$ cat src/rtl/ram_pkg.sv
// Shared types and helpers for cleared_ram: FSM states, read-during-write modes, parity.
// Pure declarations, no timing or flow control of its own.
package ram_pkg;

  typedef enum logic {
    CLEAR = 1'b0,
    READY = 1'b1
  } ram_state_e;

  localparam int RDW_OLD = 0;
  localparam int RDW_NEW = 1;

  // Even parity: the stored bit makes the total count of ones even.
  function automatic logic even_parity(input logic [31:0] w);
    return ^w;
  endfunction

endpackage

$ cat src/rtl/ram_clear_seq.sv
// Clear sequencer: zeroes one word per cycle after reset, then raises ready; SIZE cycles total.
// No backpressure; ready stays low for the whole sweep and high until the next reset.
module ram_clear_seq
  import ram_pkg::*;
#(
  parameter int SIZE_LOG = 8
) (
  input  logic                clk,
  input  logic                reset,
  output logic                ready,
  output logic                clr_en,
  output logic [SIZE_LOG-1:0] clr_addr
);

  ram_state_e          state_q, state_d;
  logic [SIZE_LOG-1:0] cnt_q, cnt_d;

  always_comb begin
    state_d  = state_q;
    cnt_d    = cnt_q;
    clr_en   = 1'b0;
    clr_addr = cnt_q;
    if (state_q == CLEAR) begin
      clr_en = 1'b1;
      // Counter parks on the last address instead of wrapping.
      if (cnt_q == {SIZE_LOG{1'b1}}) begin
        state_d = READY;
      end else begin
        cnt_d = cnt_q + SIZE_LOG'(1);
      end
    end
  end

  always_ff @(posedge clk) begin
    if (reset) begin
      state_q <= CLEAR;
      cnt_q   <= '0;
    end else begin
      state_q <= state_d;
      cnt_q   <= cnt_d;
    end
  end

  assign ready = (state_q == READY);

endmodule

$ cat src/rtl/cleared_ram.sv
// Single-port bit-masked RAM self-cleared after reset; 1-cycle read latency, requests dropped while ready=0.
// Optional stored even parity with fault injection when CLEARED_RAM_PARITY_EN is defined.
module cleared_ram
  import ram_pkg::*;
#(
  parameter int WORD     = 1,
  parameter int SIZE_LOG = 8,
  parameter int RDW_MODE = 0
) (
  input  logic                clk,
  input  logic                reset,
  input  logic                read,
  input  logic                write,
  input  logic [SIZE_LOG-1:0] address,
  input  logic [WORD-1:0]     data_in,
  input  logic [WORD-1:0]     wmask,
  input  logic                inject,
  output logic [WORD-1:0]     data_out,
  output logic                rvalid,
  output logic                ready,
  output logic                parity_err
);

  localparam int SIZE = 1 << SIZE_LOG;

  logic [WORD-1:0]     mem_q [SIZE];
  logic                clr_en;
  logic [SIZE_LOG-1:0] clr_addr;
  logic                rd_acc, wr_acc, mem_we;
  logic [SIZE_LOG-1:0] mem_waddr;
  logic [WORD-1:0]     old_word, merged, rd_word, mem_wdat;
  logic [WORD-1:0]     data_out_q, data_out_d;
  logic                rvalid_q, rvalid_d;
  logic                parity_err_q, parity_err_d;

  ram_clear_seq #(.SIZE_LOG(SIZE_LOG)) u_clear_seq (
    .clk      (clk),
    .reset    (reset),
    .ready    (ready),
    .clr_en   (clr_en),
    .clr_addr (clr_addr)
  );

  always_comb begin
    rd_acc     = read & ready & ~reset;
    wr_acc     = write & ready & ~reset;
    old_word   = mem_q[address];
    merged     = (old_word & ~wmask) | (data_in & wmask);
    mem_we     = clr_en | wr_acc;
    mem_waddr  = clr_en ? clr_addr : address;
    mem_wdat   = clr_en ? '0 : merged;
    rd_word    = (RDW_MODE == RDW_NEW && wr_acc) ? merged : old_word;
    data_out_d = rd_acc ? rd_word : data_out_q;
    rvalid_d   = rd_acc;
  end

`ifdef CLEARED_RAM_PARITY_EN
  logic par_q [SIZE];
  logic par_wdat, rd_par;

  always_comb begin
    par_wdat     = clr_en ? 1'b0 : (even_parity(32'(merged)) ^ inject);
    // A same-cycle write in new-data mode must be checked against its own parity.
    rd_par       = (RDW_MODE == RDW_NEW && wr_acc) ? par_wdat : par_q[address];
    parity_err_d = rd_acc & (rd_par != even_parity(32'(rd_word)));
  end

  always_ff @(posedge clk) begin
    if (mem_we) begin
      par_q[mem_waddr] <= par_wdat;
    end
  end
`else
  logic unused_inject;
  assign unused_inject = inject;

  always_comb begin
    parity_err_d = 1'b0;
  end
`endif

  // Storage has no reset; the clear sweep defines it.
  always_ff @(posedge clk) begin
    if (mem_we) begin
      mem_q[mem_waddr] <= mem_wdat;
    end
  end

  always_ff @(posedge clk) begin
    if (reset) begin
      data_out_q   <= '0;
      rvalid_q     <= 1'b0;
      parity_err_q <= 1'b0;
    end else begin
      data_out_q   <= data_out_d;
      rvalid_q     <= rvalid_d;
      parity_err_q <= parity_err_d;
    end
  end

  assign data_out   = data_out_q;
  assign rvalid     = rvalid_q;
  assign parity_err = parity_err_q;

endmodule
$ cat config.mk
export PLATFORM = sky130hd
export DESIGN_NAME = cleared_ram
export DESIGN_NICKNAME = d
export VERILOG_FILES = /design/src/rtl/ram_pkg.sv /design/src/rtl/ram_clear_seq.sv /design/src/rtl/cleared_ram.sv
export SDC_FILE = /design/constraint.sdc
export NUM_CORES = 1
export LEC_CHECK = 0
export CORE_ASPECT_RATIO = 1.25
export CORE_MARGIN = 2
export CORE_UTILIZATION = 45
export CTS_BUF_LIST = sky130_fd_sc_hd__clkbuf_16
export CTS_CLUSTER_SIZE = 14
export DETAILED_ROUTE_END_ITERATION = 16
export PLACE_DENSITY = 0.73
export SYNTH_ARGS = -nofsm -noshare
export SYNTH_HDL_FRONTEND = slang
export SYNTH_SLANG_ARGS = --single-unit
$ cat constraint.sdc
create_clock -name clk -period 34.9 [get_ports clk]
set_input_delay 8.725 -clock clk [delete_from_list [all_inputs] [get_ports clk]]
set_output_delay 8.725 -clock clk [all_outputs]
set_load 0.02 [all_outputs]
==> results.toml, run 1 <==
[finish]
final_nets = 899
area_growth_pct = 8.40
drive_gt1_frac = 0.110
antenna_cells = 0
fill_cells = 2226
seqCellArea_um2 = 7910
multi_input_area_um2 = 3740

[yosys]
ys.warnings.count = 0
synth_top_area_share = 0.640
seq_area_frac_synth = 0.658
syn_nets = 915
synthArstFlopShare = 0
synth_most_common_cell = "nor2_1"
synth_area_leaders = "edfxtp_1 (64%), nor2_1 (8.7%), mux4_2 (7.7%), mux2i_1 (3.2%), dfxtp_1 (1.8%)"
yosysTopAreaCell = "edfxtp_1"
synth-edff-count = 256
dominantRegCellSynth = "edfxtp_1"
ys_top_cells_by_count = "nor2_1 (277), edfxtp_1 (256), nand2_1 (52)"
netlist_instances = 899
ys_ff_latch = 267
syn_avg_cell_area_um2 = 13.4
ys_types = 63
syn_area_um2 = 12000

[pwr]
ir_drop_mv = 0.0327
finalPower_uw = 622
power_density_nw_per_um2 = 47.8
leakage_nw = 4.19

[floorplan]
die_y_um = 187
coreArea_um2 = 26200
die_area_um2 = 28000
die_w_um = 150
placementRows = 66
ios = 19
initial_utilization = 0.459

[global_route]
overflow = 0
grt_usage = 0.195
grt_pass1_vias = 7487
grt_max_degree = 153
grt_antenna_before_repair = 0
grt_pass1_wl_mm = 41.3

[critical_path]
slowest_delay_ns = 1.04
worst_ep_arrival_time_ns = 13.34
cp-end-kind = "register"
cp_num_buf_inv = 4
start_kind = "input pin"
cp_common_cell = "buf_4"
crit_chain = "buf_4 -> buf_4 -> mux4_2 -> nand3_1 -> nand4_1 -> o32ai_1 -> a221oi_1 -> a21boi_1 -> o41ai_2 -> buf_4 -> buf_4"
required_ns = 35.04
worstSetupPathType = "in -> reg"
slowest_stage = "buf_4"
cp_top_family = "buffers and inverters"
cp_max_fo = 152

[placed_design]
dp_hpwl_mm = 14.7
gp_congestion = 0.804
port_buffers = 16

[route]
via_count = 7213
dr.pass1.iters = 5
wl_per_cell_um = 21.6
remaining_drc_errors = 0
viasPerCell = 5.83
initialDrtViolationCount = 744
wl_mm = 26.8
ant_nets = 0

[sta]
maxClockFrequency_ghz = 0.0757
finalCritPeriodShare = 0.378
slew_viol_final = 0
skew_ns = 0.0118
slew_headroom = 0.124
fin_crit_ns = 13.20
tns_ns = 0
whs_ns = 0.504
worst_pin_slew_ns = 1.31
final-setup-viol-count = 0
hold_viol = 0
rsz0062_at_grt = "false"

[job]
cap_violations = 0

[clock_tree]
clkTransAtPathRegs_ns = 0.06
cts.sinks = 267
cts_inserted_buffers = 25
clk_latency_ns = 0.53
cts_max_path_buffers = 3
cts_setup_buffers = 0
ctsResizeCount = 0
cts_root_buf = "clkbuf_16"
ctsHoldBuffers = 0
cts_tree = "done"
htreeDepth = 1

[hold_path]
hp-class = "reg -> reg"

[outcome]
status = "complete, no violations"
## cells in the final DEF, fill, tap and decap left out, drive strengths merged, types with 4 or more instances in the layout
| master | netlist | routed |
|---|---|---|
| a2111oi | 6 | 6 |
| a211oi | 4 | 4 |
| a21oi | 5 | 5 |
| a22oi | 6 | 6 |
| and3 | 5 | 5 |
| buf | 25 | 11 |
| clkbuf | 42 | 25 |
| clkdlybuf4s50 | 0 | 13 |
| clkinv | 1 | 9 |
| dfxtp | 11 | 11 |
| edfxtp | 256 | 256 |
| inv | 7 | 15 |
| mux2 | 8 | 8 |
| mux2i | 38 | 38 |
| mux4 | 47 | 47 |
| nand2 | 52 | 52 |
| nand2b | 6 | 6 |
| nand3 | 17 | 17 |
| nand4 | 6 | 6 |
| nor2 | 277 | 277 |
| nor2b | 12 | 12 |
| nor3 | 4 | 4 |
| o21ai | 7 | 7 |
| o22ai | 6 | 6 |
| xor2 | 4 | 4 |
## worst reg2reg max path, delay by kind of cell, from the launching register on
| family | cells | cell delay [ns] |
|---|---|---|
| and+or+nand+nor | 1 | 0.04 |
| DFF | 1 | 0.35 |
| muxes | 1 | 0.23 |
| AOI/OAI and AO/OA | 5 | 1.35 |
| buffers and inverters | 2 | 1.77 |
## power by group
| group | internal (mW) | switching, mW | leakage (nW) |
|---|---|---|---|
| combinational | 0.0121 | 0.0200 | 1.25 |
| sequential | 0.346 | 0.000464 | 2.56 |
| clock | 0.130 | 0.114 | 0.375 |
## worst paths after layout
path | start | to | depth (start not counted) | slack, ns
worst max-delay path | address[0] | mem_q[239] | 11 | 21.70
worst min-delay path | data_out | data_out | 2 | 0.50
worst max register to register | mem_q[33] | mem_q[239] | 9 | 30.63
worst min register to register | data_out | data_out | 2 | 0.50
## through the flow
stage / util / worst slack (ns) / instances / area (µm²)
floorplan: - / 7.60 / 899 / 12000
global placement: 0.470 / 21.27 / 1196 / 12300
detailed placement: 0.470 / 21.14 / 1196 / 12300
CTS: 0.498 / 21.67 / 1238 / 13000
global route: 0.498 / 21.29 / 1238 / 13000
finish: 0.498 / 21.70 / 1238 / 13000
## logic make-up after synthesis
logic type,Yosys count,synth area share
AO/OA/AOI/OAI,63,0.0403
other,1,0.000312
flip-flops,267,0.658
AND/OR/NAND/NOR,394,0.136
adder cells (fa/ha/maj),1,0.00104
XOR/XNOR,5,0.00364
buffers and inverters,75,0.0312
multiplexers,93,0.130
## per-layer routing
layer / up-vias / global-route usage / part of all wire / wire, µm
met5: - / 0 / 0 / 0
met4: 0 / 0.0860 / 0.041 / 1100
met3: 71 / 0.0352 / 0.065 / 1740
met2: 235 / 0.345 / 0.52 / 14000
met1: 3643 / 0.229 / 0.37 / 9930
li1: 3264 / - / - / -
## state kept, by name (all words and copies together), names as in the netlist
| register | cells |
|---|---|
| data_out | 1 |
| rvalid | 1 |
| u_clear_seq.clr_addr | 8 |
| u_clear_seq.ready | 1 |
| mem_q | 256 |
## layout make-up
cell class	instances	area share
Multi-Input combinational cell	557	0.287
Sequential cell	267	0.607
Clock inverter	17	0.00682
Inverter	8	0.00231
Clock buffer	25	0.0480
Tap cell	340	0.0327
Timing Repair Buffer	24	0.0159
No activity file was read; power rests on OpenSTA's default activity.
==> inputs of run 2 (changes only) <==
clock period = 12.5 ns   (was 34.9 ns; I/O delays follow)
==> run 2 against run 1 <==
- largest power group unchanged
- critical path type unchanged
- register-to-register slack worse by 22 ns
- non-clock buffer count up 1
- largest cell class unchanged
- combinational power grew to 2.8 times the previous value
==> results.toml, run 2 (synthesis gave the netlist of run 1 again) <==
[outcome]
status = "complete, no violations"

[pwr]
leakage_nw = 4.24
power_density_nw_per_um2 = 136
switching_share = 0.205
switchingPower_uw = 366
ir_drop_mv = 0.100
internal-power_mw = 1.42
clkPwrFrac = 0.408
p_seq_frac = 0.542
p_comb_frac = 0.051

[critical_path]
cp_top_family = "buffers and inverters"
cp_num_buf_inv = 3
worst_ep_arrival_time_ns = 6.92
start_kind = "input pin"
ff2ff_setup_slack_ns = 9.10
slowest_delay_ns = 0.88
cp_common_cell = "buf_4"
crit_chain = "buf_4 -> buf_4 -> mux4_2 -> nor2_1 -> o311a_1 -> a2111oi_2 -> o311a_1 -> a211oi_2 -> o41ai_4 -> buf_4"
slowest_stage = "buf_4"
cp_max_fo = 132
cp-end-kind = "register"
worstSetupPathType = "in -> reg"
required_ns = 12.66

[sta]
maxClockFrequency_ghz = 0.148
whs_ns = 0.494
tns_ns = 0
slew_viol_final = 0
finalCritPeriodShare = 0.541
setup_slack_ns = 5.74
hold_viol = 0
rsz0062_at_grt = "false"
fin_crit_ns = 6.76
worst_pin_slew_ns = 1.13
slew_headroom = 0.245
final-setup-viol-count = 0
skew_ns = 0.00906

[clock_tree]
cts_max_path_buffers = 3
cts_tree = "done"
cts.sinks = 267
clkTransAtPathRegs_ns = 0.07
clk_latency_ns = 0.52
ctsHoldBuffers = 0
htreeDepth = 1
cts_root_buf = "clkbuf_16"
ctsResizeCount = 0
cts_setup_buffers = 0
cts_inserted_buffers = 24

[floorplan]
initial_utilization = 0.459
ios = 19
die_y_um = 187
die_area_um2 = 28000
die_w_um = 150
coreArea_um2 = 26200
placementRows = 66

[finish]
fill_cells = 2162
drive_gt1_frac = 0.109
finalCoreUtilization = 0.500
area_growth_pct = 9.02
final_common_cell = "nor2_1"
layout_common_cells = "nor2_1 (277), edfxtp_1 (256), nand2_1 (52)"
top_register = "mem_q"
final_nets = 899
largest_reg_flops = 256
fin_cells = 1239
antenna_cells = 0

[route]
ant_nets = 0
viasPerCell = 5.96
initialDrtViolationCount = 803
via_count = 7380
wl_per_cell_um = 21.5
remaining_drc_errors = 0
dr.pass1.iters = 5
wl_mm = 26.7

[global_route]
overflow = 0
grt_pass1_wl_mm = 40.4
grt_antenna_before_repair = 0
grt_max_degree = 133
grt_usage = 0.190
grt_pass1_vias = 7202

[placed_design]
gp_congestion = 0.802
dp_hpwl_mm = 14.5
placed_cells = 1197
port_buffers = 16
dp_slack_ns = 5.23

[hold_path]
hp-class = "reg -> reg"

[job]
cap_violations = 0
==> run 2: worst paths after layout <==
kind              startpoint        end  cells past startpoint
setup / recovery  address[0]  mem_q[42]                     10
hold / removal      data_out   data_out                      2
setup reg to reg  mem_q[197]  mem_q[42]                      7
hold reg to reg     data_out   data_out                      2
==> run 2: routing by layer <==
| metal | track usage | vias to the layer above | routed length, µm |
|---|---|---|---|
| met1 | 0.237 | 3728 | 9830 |
| met4 | 0.0827 | 0 | 1230 |
| met5 | 0 | - | 0 |
| li1 | - | 3267 | - |
| met2 | 0.329 | 310 | 13600 |
| met3 | 0.0271 | 75 | 2020 |
==> run 2: layout make-up <==
class / count / area [µm²] / share of cell area
clock inverters: 17 / 144 / 0.0110
repair buffers: 25 / 215 / 0.0164
clock buffers: 25 / 626 / 0.0478
flip-flops and latches: 267 / 7910 / 0.604
inverters: 8 / 30.0 / 0.00229
multi-input cells: 557 / 3750 / 0.286
well taps: 340 / 425 / 0.0325
==> run 2: metrics by stage <==
| stage | cell area, µm² | total power [mW] |
|---|---|---|
| after floorplan | 12000 | 1.05 |
| after global placement | 12300 | 1.08 |
| after detailed placement | 12300 | 1.08 |
| after CTS | 13100 | 1.79 |
| after global routing | 13100 | 1.83 |
| final | 13100 | 1.79 |
==> run 2: power by group through the flow <==
stage / Sequential, mW / Clock [mW] / Combinational [mW]
3_5_place_dp: 0.987 / 0 / 0.0903
2_1_floorplan: 0.987 / 0 / 0.0648
6_report: 0.968 / 0.728 / 0.0907
4_1_cts: 0.968 / 0.736 / 0.0907
5_1_grt: 0.967 / 0.772 / 0.0958
3_3_place_gp: 0.987 / 0 / 0.0892
==> run 2: worst register-to-register path: stages (launching register included) <==
cell and delay (ns):
edfxtp_1 0.36, mux4_2 0.50, a2111oi_0 0.67, o31a_1 0.29
o311ai_1 0.12, a21boi_1 0.38, o41ai_4 0.14, buf_4 0.43
==> inputs of run 3 (changes only) <==
clock period = 6.3 ns   (was 12.5 ns; I/O delays follow)
==> run 3 against run 2 <==
- clock-buffer cell count unchanged
- global-route usage grew 0.16 points
- wire length up 0.18%
- sequential share of layout area about the same
- clock power rose by 90%
- largest cell class unchanged
- hold slack better by 0.0037 ns
- critical path type unchanged
- critical endpoint is now mem_q[7]
- utilization about the same
==> results.toml, run 3 (synthesis gave the netlist of run 1 again) <==
[sta]
finalCritPeriodShare = 0.791
maxClockFrequency_ghz = 0.201
worst_pin_slew_ns = 1.05
fin_crit_ns = 4.98
skew_ns = 0.00966
slew_headroom = 0.297
hold_viol = 0
final-setup-viol-count = 0
rsz0062_at_grt = "false"
slew_viol_final = 0
whs_ns = 0.498

[clock_tree]
cts_setup_buffers = 0
clkTransAtPathRegs_ns = 0.06
clk_latency_ns = 0.53
cts.sinks = 267
cts_max_path_buffers = 3
ctsResizeCount = 0
cts_inserted_buffers = 25
htreeDepth = 1
cts_root_buf = "clkbuf_16"
cts_tree = "done"
ctsHoldBuffers = 0

[critical_path]
startpoint = "address[4]"
cp_common_cell = "o311a_1"
setup.worst_path.end = "mem_q[7]"
cp_max_fo = 256
start_kind = "input pin"
slowest_delay_ns = 0.89
worst_ep_arrival_time_ns = 5.17
rr_startpoint = "mem_q[33]"
slowest_stage = "clkdlybuf4s50_1"
ff2ff_setup_slack_ns = 3.09
cp_num_cells = 8
cp-end-kind = "register"
required_ns = 6.49
reg2reg_depth = 8
cp_top_family = "buffers and inverters"
cp_num_buf_inv = 3
worstSetupPathType = "in -> reg"
r2r-end = "mem_q[7]"
crit_chain = "clkdlybuf4s50_1 -> clkinv_1 -> o311a_1 -> a2111oi_2 -> o311a_1 -> a211oi_2 -> o41ai_4 -> buf_12"

[floorplan]
initial_utilization = 0.459
die_area_um2 = 28000
die_w_um = 150
die_y_um = 187
coreArea_um2 = 26200
placementRows = 66
ios = 19

[job]
cap_violations = 0

[pwr]
leakage_nw = 4.24
ir_drop_mv = 0.170
power_density_nw_per_um2 = 266

[global_route]
grt_max_degree = 257
grt_usage = 0.192
overflow = 0
grt_antenna_before_repair = 0
grt_pass1_vias = 7147
grt_pass1_wl_mm = 41.1

[route]
wl_mm = 26.7
ant_nets = 0
remaining_drc_errors = 0
wl_per_cell_um = 21.5
via_count = 7288
dr.pass1.iters = 5
viasPerCell = 5.87
initialDrtViolationCount = 779

[hold_path]
hp-class = "reg -> reg"

[placed_design]
dp_hpwl_mm = 15.1
gp_congestion = 0.769
placed_cells = 1199
port_buffers = 16

[finish]
final_nets = 902
top_register = "mem_q"
layout_common_cells = "nor2_1 (277), edfxtp_1 (256), nand2_1 (52)"
largest_reg_flops = 256
fill_cells = 2163
drive_gt1_frac = 0.113
antenna_cells = 0
fin_cells = 1241
final_common_cell = "nor2_1"
area_growth_pct = 8.99

[outcome]
status = "complete, no violations"
[run 3: final cells by class]
class,instances,area [µm²],area share
well taps,340,425,0.0325
flip-flops and latches,267,7910,0.604
multi-input cells,557,3750,0.286
clock buffers,25,626,0.0478
inverters,8,30.0,0.00229
repair buffers,27,255,0.0195
clock inverters,17,100,0.00764
[run 3: metrics by stage]
step | util | setup TNS [ns] | worst slack [ns] | cell area, µm² | power [mW]
2_1_floorplan | - | -570.15 | -2.23 | 12000 | 2.09
3_3_place_gp | 0.473 | 0 | 1.00 | 12400 | 2.14
3_5_place_dp | 0.473 | 0 | 0.927 | 12400 | 2.14
4_1_cts | 0.500 | 0 | 1.46 | 13100 | 3.49
6_report | 0.500 | 0 | 1.32 | 13100 | 3.49
5_1_grt | 0.500 | 0 | 1.21 | 13100 | 3.57
[run 3: per-layer routing]
layer / vias up / global-route usage / routed length (µm)
li1: 3261 / - / -
met1: 3725 / 0.250 / 10400
met2: 259 / 0.335 / 13800
met3: 43 / 0.0257 / 1790
met4: 0 / 0.0566 / 645
met5: - / 0 / 0
[run 3: worst min-delay path by stage]
| stage | cells past startpoint | startpoint | end |
|---|---|---|---|
| floorplan | 2 | u_clear_seq.clr_addr[1] | u_clear_seq.clr_addr[1] |
| global placement | 2 | data_out | data_out |
| detailed placement | 2 | data_out | data_out |
| CTS | 2 | data_out | data_out |
| global route | 2 | data_out | data_out |
| finish | 2 | data_out | data_out |
[run 3: worst reg2reg max path, stage by stage, from the launching register on]
cell	delay, ns
edfxtp_1	0.33
mux4_2	0.23
nor2_1	0.06
o311a_1	0.37
a2111oi_2	0.36
o311a_1	0.28
a211oi_2	0.09
o41ai_4	0.31
buf_12	0.61
[run 3: power breakdown]
part | internal (mW) | total (mW) | switching [mW]
Combinational | 0.0687 | 0.181 | 0.112
Sequential | 1.92 | 1.92 | 0.00271
Clock | 0.756 | 1.38 | 0.629
